[config.mk]
export PLATFORM = sky130hd
export DESIGN_NAME = rf_wb_arbiter
export DESIGN_NICKNAME = d
export VERILOG_FILES = /design/src/rtl/rf_wb_arbiter.sv
export SDC_FILE = /design/constraint.sdc
export NUM_CORES = 1
export LEC_CHECK = 0
export BUFFER_PORTS_ARGS = -buffer_cell sky130_fd_sc_hd__buf_4
export CAP_MARGIN = 30
export CORE_AREA = 2 2 83 85
export DETAILED_ROUTE_END_ITERATION = 10
export DIE_AREA = 0 0 85 87
export GPL_TIMING_DRIVEN = 1
export PLACE_DENSITY = 0.83
export SLEW_MARGIN = 40
export SYNTH_ARGS = -nofsm -noshare
export SYNTH_HDL_FRONTEND = slang
export SYNTH_SLANG_ARGS = --single-unit
[constraint.sdc]
create_clock -name clk -period 4.5 [get_ports clk]
set_input_delay 0.45 -clock clk [delete_from_list [all_inputs] [get_ports clk]]
set_output_delay 0.45 -clock clk [all_outputs]
set_load 0.03 [all_outputs]
[src/rtl/rf_wb_arbiter.sv]
// rf_wb_arbiter: shares the single register-file write port between NUM_REQ
// writeback requesters (ALU, load unit, CSR/misc) using valid/ready handshakes.
// One grant per cycle; the winning write is registered and driven one cycle later.
// Writes to x0 complete the handshake but are dropped and counted in drop_cnt.
// Optional feature macro: RR_ARB_EN selects round-robin arbitration; when it is
// undefined the arbiter is fixed priority (lowest index wins) with no pointer.
module rf_wb_arbiter #(
  parameter int NUM_REQ = 3,
  parameter int ADDR_W  = 5,
  parameter int DATA_W  = 32
) (
  input  logic                      clk,
  input  logic                      reset,
  input  logic                      wb_stall,
  input  logic [NUM_REQ-1:0]        req_valid,
  input  logic [NUM_REQ*ADDR_W-1:0] req_addr,
  input  logic [NUM_REQ*DATA_W-1:0] req_data,
  output logic [NUM_REQ-1:0]        req_ready,
  output logic                      rg_wrt_en,
  output logic [ADDR_W-1:0]         rg_wrt_addr,
  output logic [DATA_W-1:0]         rg_wrt_data,
  output logic [15:0]               drop_cnt
);

  localparam int PTR_W = (NUM_REQ > 1) ? $clog2(NUM_REQ) : 1;

  logic [NUM_REQ-1:0] gnt;
  logic               gnt_any;
  logic [PTR_W-1:0]   gnt_idx;
  logic [ADDR_W-1:0]  sel_addr;
  logic [DATA_W-1:0]  sel_data;

  logic               wr_en_q,   wr_en_d;
  logic [ADDR_W-1:0]  wr_addr_q, wr_addr_d;
  logic [DATA_W-1:0]  wr_data_q, wr_data_d;
  logic [15:0]        drop_q,    drop_d;

`ifdef RR_ARB_EN
  logic [PTR_W-1:0]   ptr_q, ptr_d;
`endif

  // Arbitration: pick one valid requester unless held in reset or stalled.
  always_comb begin
    int idx;
    gnt     = '0;
    gnt_any = 1'b0;
    gnt_idx = '0;
    idx     = 0;
    if (reset && !wb_stall) begin
      for (int k = 0; k < NUM_REQ; k++) begin
`ifdef RR_ARB_EN
        idx = (int'(ptr_q) + k) % NUM_REQ;
`else
        idx = k;
`endif
        if (!gnt_any && req_valid[idx]) begin
          gnt_any  = 1'b1;
          gnt[idx] = 1'b1;
          gnt_idx  = PTR_W'(idx);
        end
      end
    end
  end

  assign req_ready = gnt;
  assign sel_addr  = req_addr[gnt_idx*ADDR_W +: ADDR_W];
  assign sel_data  = req_data[gnt_idx*DATA_W +: DATA_W];

  // Next-state for the write slot and the x0 drop counter; addr/data hold when idle.
  always_comb begin
    wr_en_d   = gnt_any && (sel_addr != '0);
    wr_addr_d = wr_en_d ? sel_addr : wr_addr_q;
    wr_data_d = wr_en_d ? sel_data : wr_data_q;
    drop_d    = drop_q;
    if (gnt_any && (sel_addr == '0) && (drop_q != 16'hFFFF)) begin
      drop_d = drop_q + 16'd1;
    end
  end

  // Write slot and drop counter registers.
  always_ff @(posedge clk) begin
    if (!reset) begin
      wr_en_q   <= 1'b0;
      wr_addr_q <= '0;
      wr_data_q <= '0;
      drop_q    <= '0;
    end else begin
      wr_en_q   <= wr_en_d;
      wr_addr_q <= wr_addr_d;
      wr_data_q <= wr_data_d;
      drop_q    <= drop_d;
    end
  end

`ifdef RR_ARB_EN
  // Pointer advances past the winner only on cycles that actually grant.
  always_comb begin
    ptr_d = ptr_q;
    if (gnt_any) begin
      ptr_d = (gnt_idx == PTR_W'(NUM_REQ - 1)) ? '0 : gnt_idx + 1'b1;
    end
  end

  // Round-robin pointer register.
  always_ff @(posedge clk) begin
    if (!reset) begin
      ptr_q <= '0;
    end else begin
      ptr_q <= ptr_d;
    end
  end
`endif

  assign rg_wrt_en   = wr_en_q;
  assign rg_wrt_addr = wr_addr_q;
  assign rg_wrt_data = wr_data_q;
  assign drop_cnt    = drop_q;

endmodule

# Word level (Yosys, flattened, before mapping)
# Index checks and enable logic that the tools add are counted.
# word_totals
regBits,54
wordCells,32
in_bits,117
out_inout_bits,57
# op_classes
mux,12
shifts,2
n_reduce_logical,11
mul,1
n_eq_ne,1
n_addsub,1
# ops
cell,count
indexed part select 96 x 8 -> 32 bit,1
"adder 16 x 1 -> 16 bit, second input constant",1
"inequality test 16 bit, second input constant",1
indexed part select 15 x 6 -> 5 bit,1
two-way mux 1 bit,9
logical AND 1 bit,6
zero test 5 bit,1
"multiplier 2 x 3 -> 5 bit, second input constant",1
nonzero test 5 bit,1
two-way mux 2 bit,2
zero test 1 bit,3
two-way mux 3 bit,1

# Logic depth before layout (Yosys ltp)
# depth
ltp_word,16
mapped_depth,9
mapped_depth_nobuf,7

# Least setup slack after synthesis
# No wires, ideal clock.
# synth_timing
path_type,input-to-reg
startpoint,in reset
endpoint,reg drop_q[5] (netlist: drop_cnt[5])
stages,8
arrival_time_ns,2.222
path_slack_ns,2.209
n_path_buf,1
setup_ns,0.070
t_required_ns,4.430
cell_sequence,buf_2 > nor2b_2 > nand3_4 > inv_2 > mux2i_4 > nand3_4 > or4_1 > a21oi_1
# synth_via
elab_chain_cells,7
word_cells_on_any_way,8
cone_classes,mul: 1; shift: 1; mux: 2; reduce/logical: 4
# synth_lines
item,line,rtl
from (decl),13,"input logic reset,"
logical AND 1 bit,49,if (reset && !wb_stall) begin
two-way mux 2 bit,49,
multiplier 2 x 3 -> 5 bit,66,assign sel_addr = req_addr[gnt_idx*ADDR_W +: ADDR_W];
indexed part select 15 x 6 -> 5 bit,66,
zero test 5 bit,75,if (gnt_any && (sel_addr == '0) && (drop_q != 16'hFFFF)) begin
logical AND 1 bit (2 in series),75,
to (signal assigned),91,drop_q <= drop_d;
to (decl),36,"logic [15:0] drop_q, drop_d;"
# Parallel ways exist; a longest one is shown, timed or not.
# A chain may end at the register's enable or synchronous reset.

# Worst setup path after layout
# layout_timing
startpoint,in reset
endpoint,reg wr_data_q[20] (netlist: rg_wrt_data[20])
# layout_via
elab_chain_cells,6
word_cells_on_any_way,8
cone_classes,mul: 1; shift: 2; mux: 2; reduce/logical: 3
# layout_lines
item,line,rtl
logical AND 1 bit,49,
two-way mux 2 bit,49,
multiplier 2 x 3 -> 5 bit,66,
indexed part select 15 x 6 -> 5 bit,66,
nonzero test 5 bit,71,wr_en_d = gnt_any && (sel_addr != '0);
logical AND 1 bit,71,
to (signal assigned),90,wr_data_q <= wr_data_d;
to (decl),35,"logic [DATA_W-1:0] wr_data_q, wr_data_d;"
# Parallel ways exist; a longest one is shown, timed or not.

==> flow_metrics.py <==
metrics = {
    "status": {
        "outcome": "completed",
    },
    "floorplan": {
        "coreArea_sq_um": 6570,
        "dieHeight_microns": 87,
        "start_util_pct": 44.7,
        "pin_count": 174,
        "dieArea_sq_um": 7400,
        "rows": 30,
        "die_w_microns": 85,
    },
    "clock_tree": {
        "post_cts_buffers": 0,
        "post_cts_resized": 0,
        "hold_buffers": 0,
        "cts-root-buf": "clkbuf_8",
        "cts-buffers-inserted": 5,
        "ctsLongestPathBuffers": 2,
        "cts.reportedPaths.clkPinSlew_ns": 0.09,
        "cts_tree": "done",
        "clk_latency_ns": 0.29,
        "clock-sinks": 54,
        "cts_max_level": 2,
    },
    "sta": {
        "drv_slew": 0,
        "finClkSkew_ns": 0.00394,
        "clock.fmax_mhz": 399,
        "fin_setup_tns_ns": 0,
        "rsz0062_at_grt": "no",
        "fin_crit_sh_pct": 55.6,
        "finalSetupViolCount": 0,
        "finalHoldViolCount": 0,
        "tightest_slew_ns": 0.681,
        "fin_ws_ns": 2.00,
        "period_needed_ns": 2.50,
        "max_slew_margin_pct": 54.6,
    },
    "critical_path": {
        "crit_path_end_kind": "flip-flop",
        "cp.arrival_ns": 2.73,
        "required_ns": 4.72,
        "startpoint": "reset",
        "r2r-start": "drop_cnt[0]",
        "crit_type": "input pin to flip-flop",
        "reg2regPathDepth": 7,
        "worstPathMaxFanout": 43,
        "cp-start-kind": "input pin",
    },
    "detailed_routing": {
        "wire_per_inst_microns": 15.7,
        "initialDrtViolationCount": 150,
        "viasPerCell": 5.50,
        "routed_wl_microns": 9420,
        "firstDrtPassIters": 4,
        "antenna_left": 0,
        "drc": 0,
        "num_vias": 3289,
    },
    "worst_hold_path": {
        "min_path_type": "input pin to flip-flop",
        "hold_depth": 3,
        "min_from": "req_data[78]",
    },
    "logic_synthesis": {
        "synth_top_area_share_pct": 36.8,
        "ys_ff_latch": 54,
        "yosysSeqAreaShare_pct": 36.8,
        "synth-xor-area-share_pct": 1.49,
        "synthTopCellsByArea": "dfxtp_1 37%, mux2i_1 13%, nand2_1 10%",
        "yosysUniqueCellTypes": 41,
        "synth.net_count": 477,
        "yosys_warnings": 0,
        "synth_top_family_by_area": "simple AND/OR/NAND/NOR gates",
        "muxShareOfSynthArea_pct": 13.7,
        "yosys.area_share.simple_pct": 22.6,
        "synth_fa_ha_area_share_pct": 0.426,
        "synth_area_per_cell_sq_um": 8.19,
        "syn-cell-area_sq_um": 2940,
        "yosysTopAreaCell": "dfxtp_1",
        "postSynthCellCount": 359,
        "synth_compound_area_share_pct": 20.7,
    },
    "grt": {
        "grt_pass1_vias": 3001,
        "grtUsageTotal_pct": 24.0,
        "grt_max_degree": 72,
        "met3_usage_pct": 5.31,
        "busiest_layer": "met2",
        "grt_antenna_before_repair": 0,
        "grt_overflow": 0,
        "grt_pass1_wl_microns": 14500,
        "grt.met1_usage_pct": 30.3,
        "gr-usage-met2_pct": 41.9,
    },
    "placed_design": {
        "portBuffers": 173,
        "place_ws_ns": 1.75,
        "hpwlAfterDp_microns": 7140,
        "gp_congestion": 0.867,
    },
    "final_layout": {
        "drive_gt1_share_pct": 38.0,
        "fin_nets": 636,
        "diodes": 0,
        "area_delta_synth_final_pct": 49.6,
        "fill_cells": 544,
    },
    "power_and_ir_drop": {
        "peakVddDrop_v": 0.000175,
        "power.density_nw_per_um2": 256,
        "leakage_nw": 1.90,
    },
    "flow_run": {
        "drv_cap": 0,
    },
}
-- final cells by class --
cell class	count	area, sq um	area share [%]
multi-input cells	274	1740	39.6
repair buffers	178	1340	30.6
flip-flops and latches	54	1080	24.6
well taps	80	100	2.28
clock buffers	6	82.6	1.88
clock inverters	1	30.0	0.683
inverters	5	18.8	0.427
-- kinds of logic after synthesis --
| kind of cell | after synthesis |
|---|---|
| adders and majority gates | 1 |
| xor gates and xnor gates | 5 |
| AOI/OAI and AO/OA | 95 |
| muxes | 39 |
| and+or+nand+nor | 134 |
| DFF | 54 |
| buffers and inverters | 31 |
-- cell usage after synthesis (all sizes together) --
cell type / instances
nand2: 78
dfxtp: 54
o21ai: 43
mux2i: 39
o211ai: 37
clkbuf: 17
nand3: 11
nor2: 10
a21oi: 9
buf: 9
nand4: 7
inv: 5
or3: 5
xor2: 5
nor4: 4
or4: 4
and3: 3
nor2b: 2
o31ai: 2
or2: 2
a211oi: 1
a221oi: 1
a311oi: 1
and2: 1
and4: 1
and4b: 1
and4bb: 1
ha: 1
nand3b: 1
nor3: 1
nor3b: 1
nor4bb: 1
o32ai: 1
-- registers in the layout (all words and copies together), names as in the netlist --
signal	count
drop_cnt	16
rg_wrt_addr	5
rg_wrt_en	1
rg_wrt_data	32
-- metal layers --
metal	wire length [microns]	part of all wire [%]
met1	3840	41
met2	4640	49
met3	775	8.2
met4	156	1.7
met5	0	0
-- worst max-delay path: stages --
cell      delay (ns)
buf_4           0.37
and4bb_2        0.33
mux2i_1         0.30
mux2i_4         0.18
a21oi_4         0.48
buf_4           0.34
o211ai_1        0.13
o21ai_0         0.11
-- layout by cell type, fill, tap and decap left out, types with 2 or more instances in the layout --
cell | netlist | final
o21ai_0 | 43 | 43
clkbuf_8 | 0 | 6
or3_1 | 5 | 5
nor4_1 | 4 | 4
nor2_1 | 10 | 10
dfxtp_1 | 54 | 54
o31ai_1 | 2 | 2
and3_1 | 3 | 3
nand2_1 | 78 | 78
inv_1 | 4 | 4
nand3_1 | 8 | 8
buf_4 | 0 | 177
or4_1 | 4 | 4
nand3_4 | 2 | 2
a21oi_1 | 8 | 8
o211ai_1 | 37 | 37
or2_2 | 2 | 2
xor2_1 | 5 | 5
nand4_1 | 6 | 6
mux2i_1 | 38 | 38
-- worst paths after layout --
path / end / slack (ns)
hold reg to reg: rg_wrt_data[25] / 0.46
setup reg to reg: drop_cnt[14] / 2.31
setup / recovery: rg_wrt_data[20] / 2.00
hold / removal: rg_wrt_data[14] / 0.41
-- report_power, final --
part	internal, W	switching (W)	leakage [nW]	total, W
clock	0.000178	0.000146	0.0573	0.000324
sequential	0.000506	0.0000164	0.443	0.000522
combinational	0.000134	0.000146	1.40	0.000281
-- stage by stage --
step	cell area [sq um]	util (%)	hold WS (ns)	total power, W	cells
2_1_floorplan	2940	-	0.582	0.000664	359
3_3_place_gp	4270	65.0	0.445	0.000807	590
3_5_place_dp	4280	65.2	0.451	0.000813	591
4_1_cts	4400	66.9	0.402	0.00113	598
5_1_grt	4400	66.9	0.421	0.00117	598
6_report	4400	66.9	0.411	0.00113	598
Power figures use the tool's default switching activity.
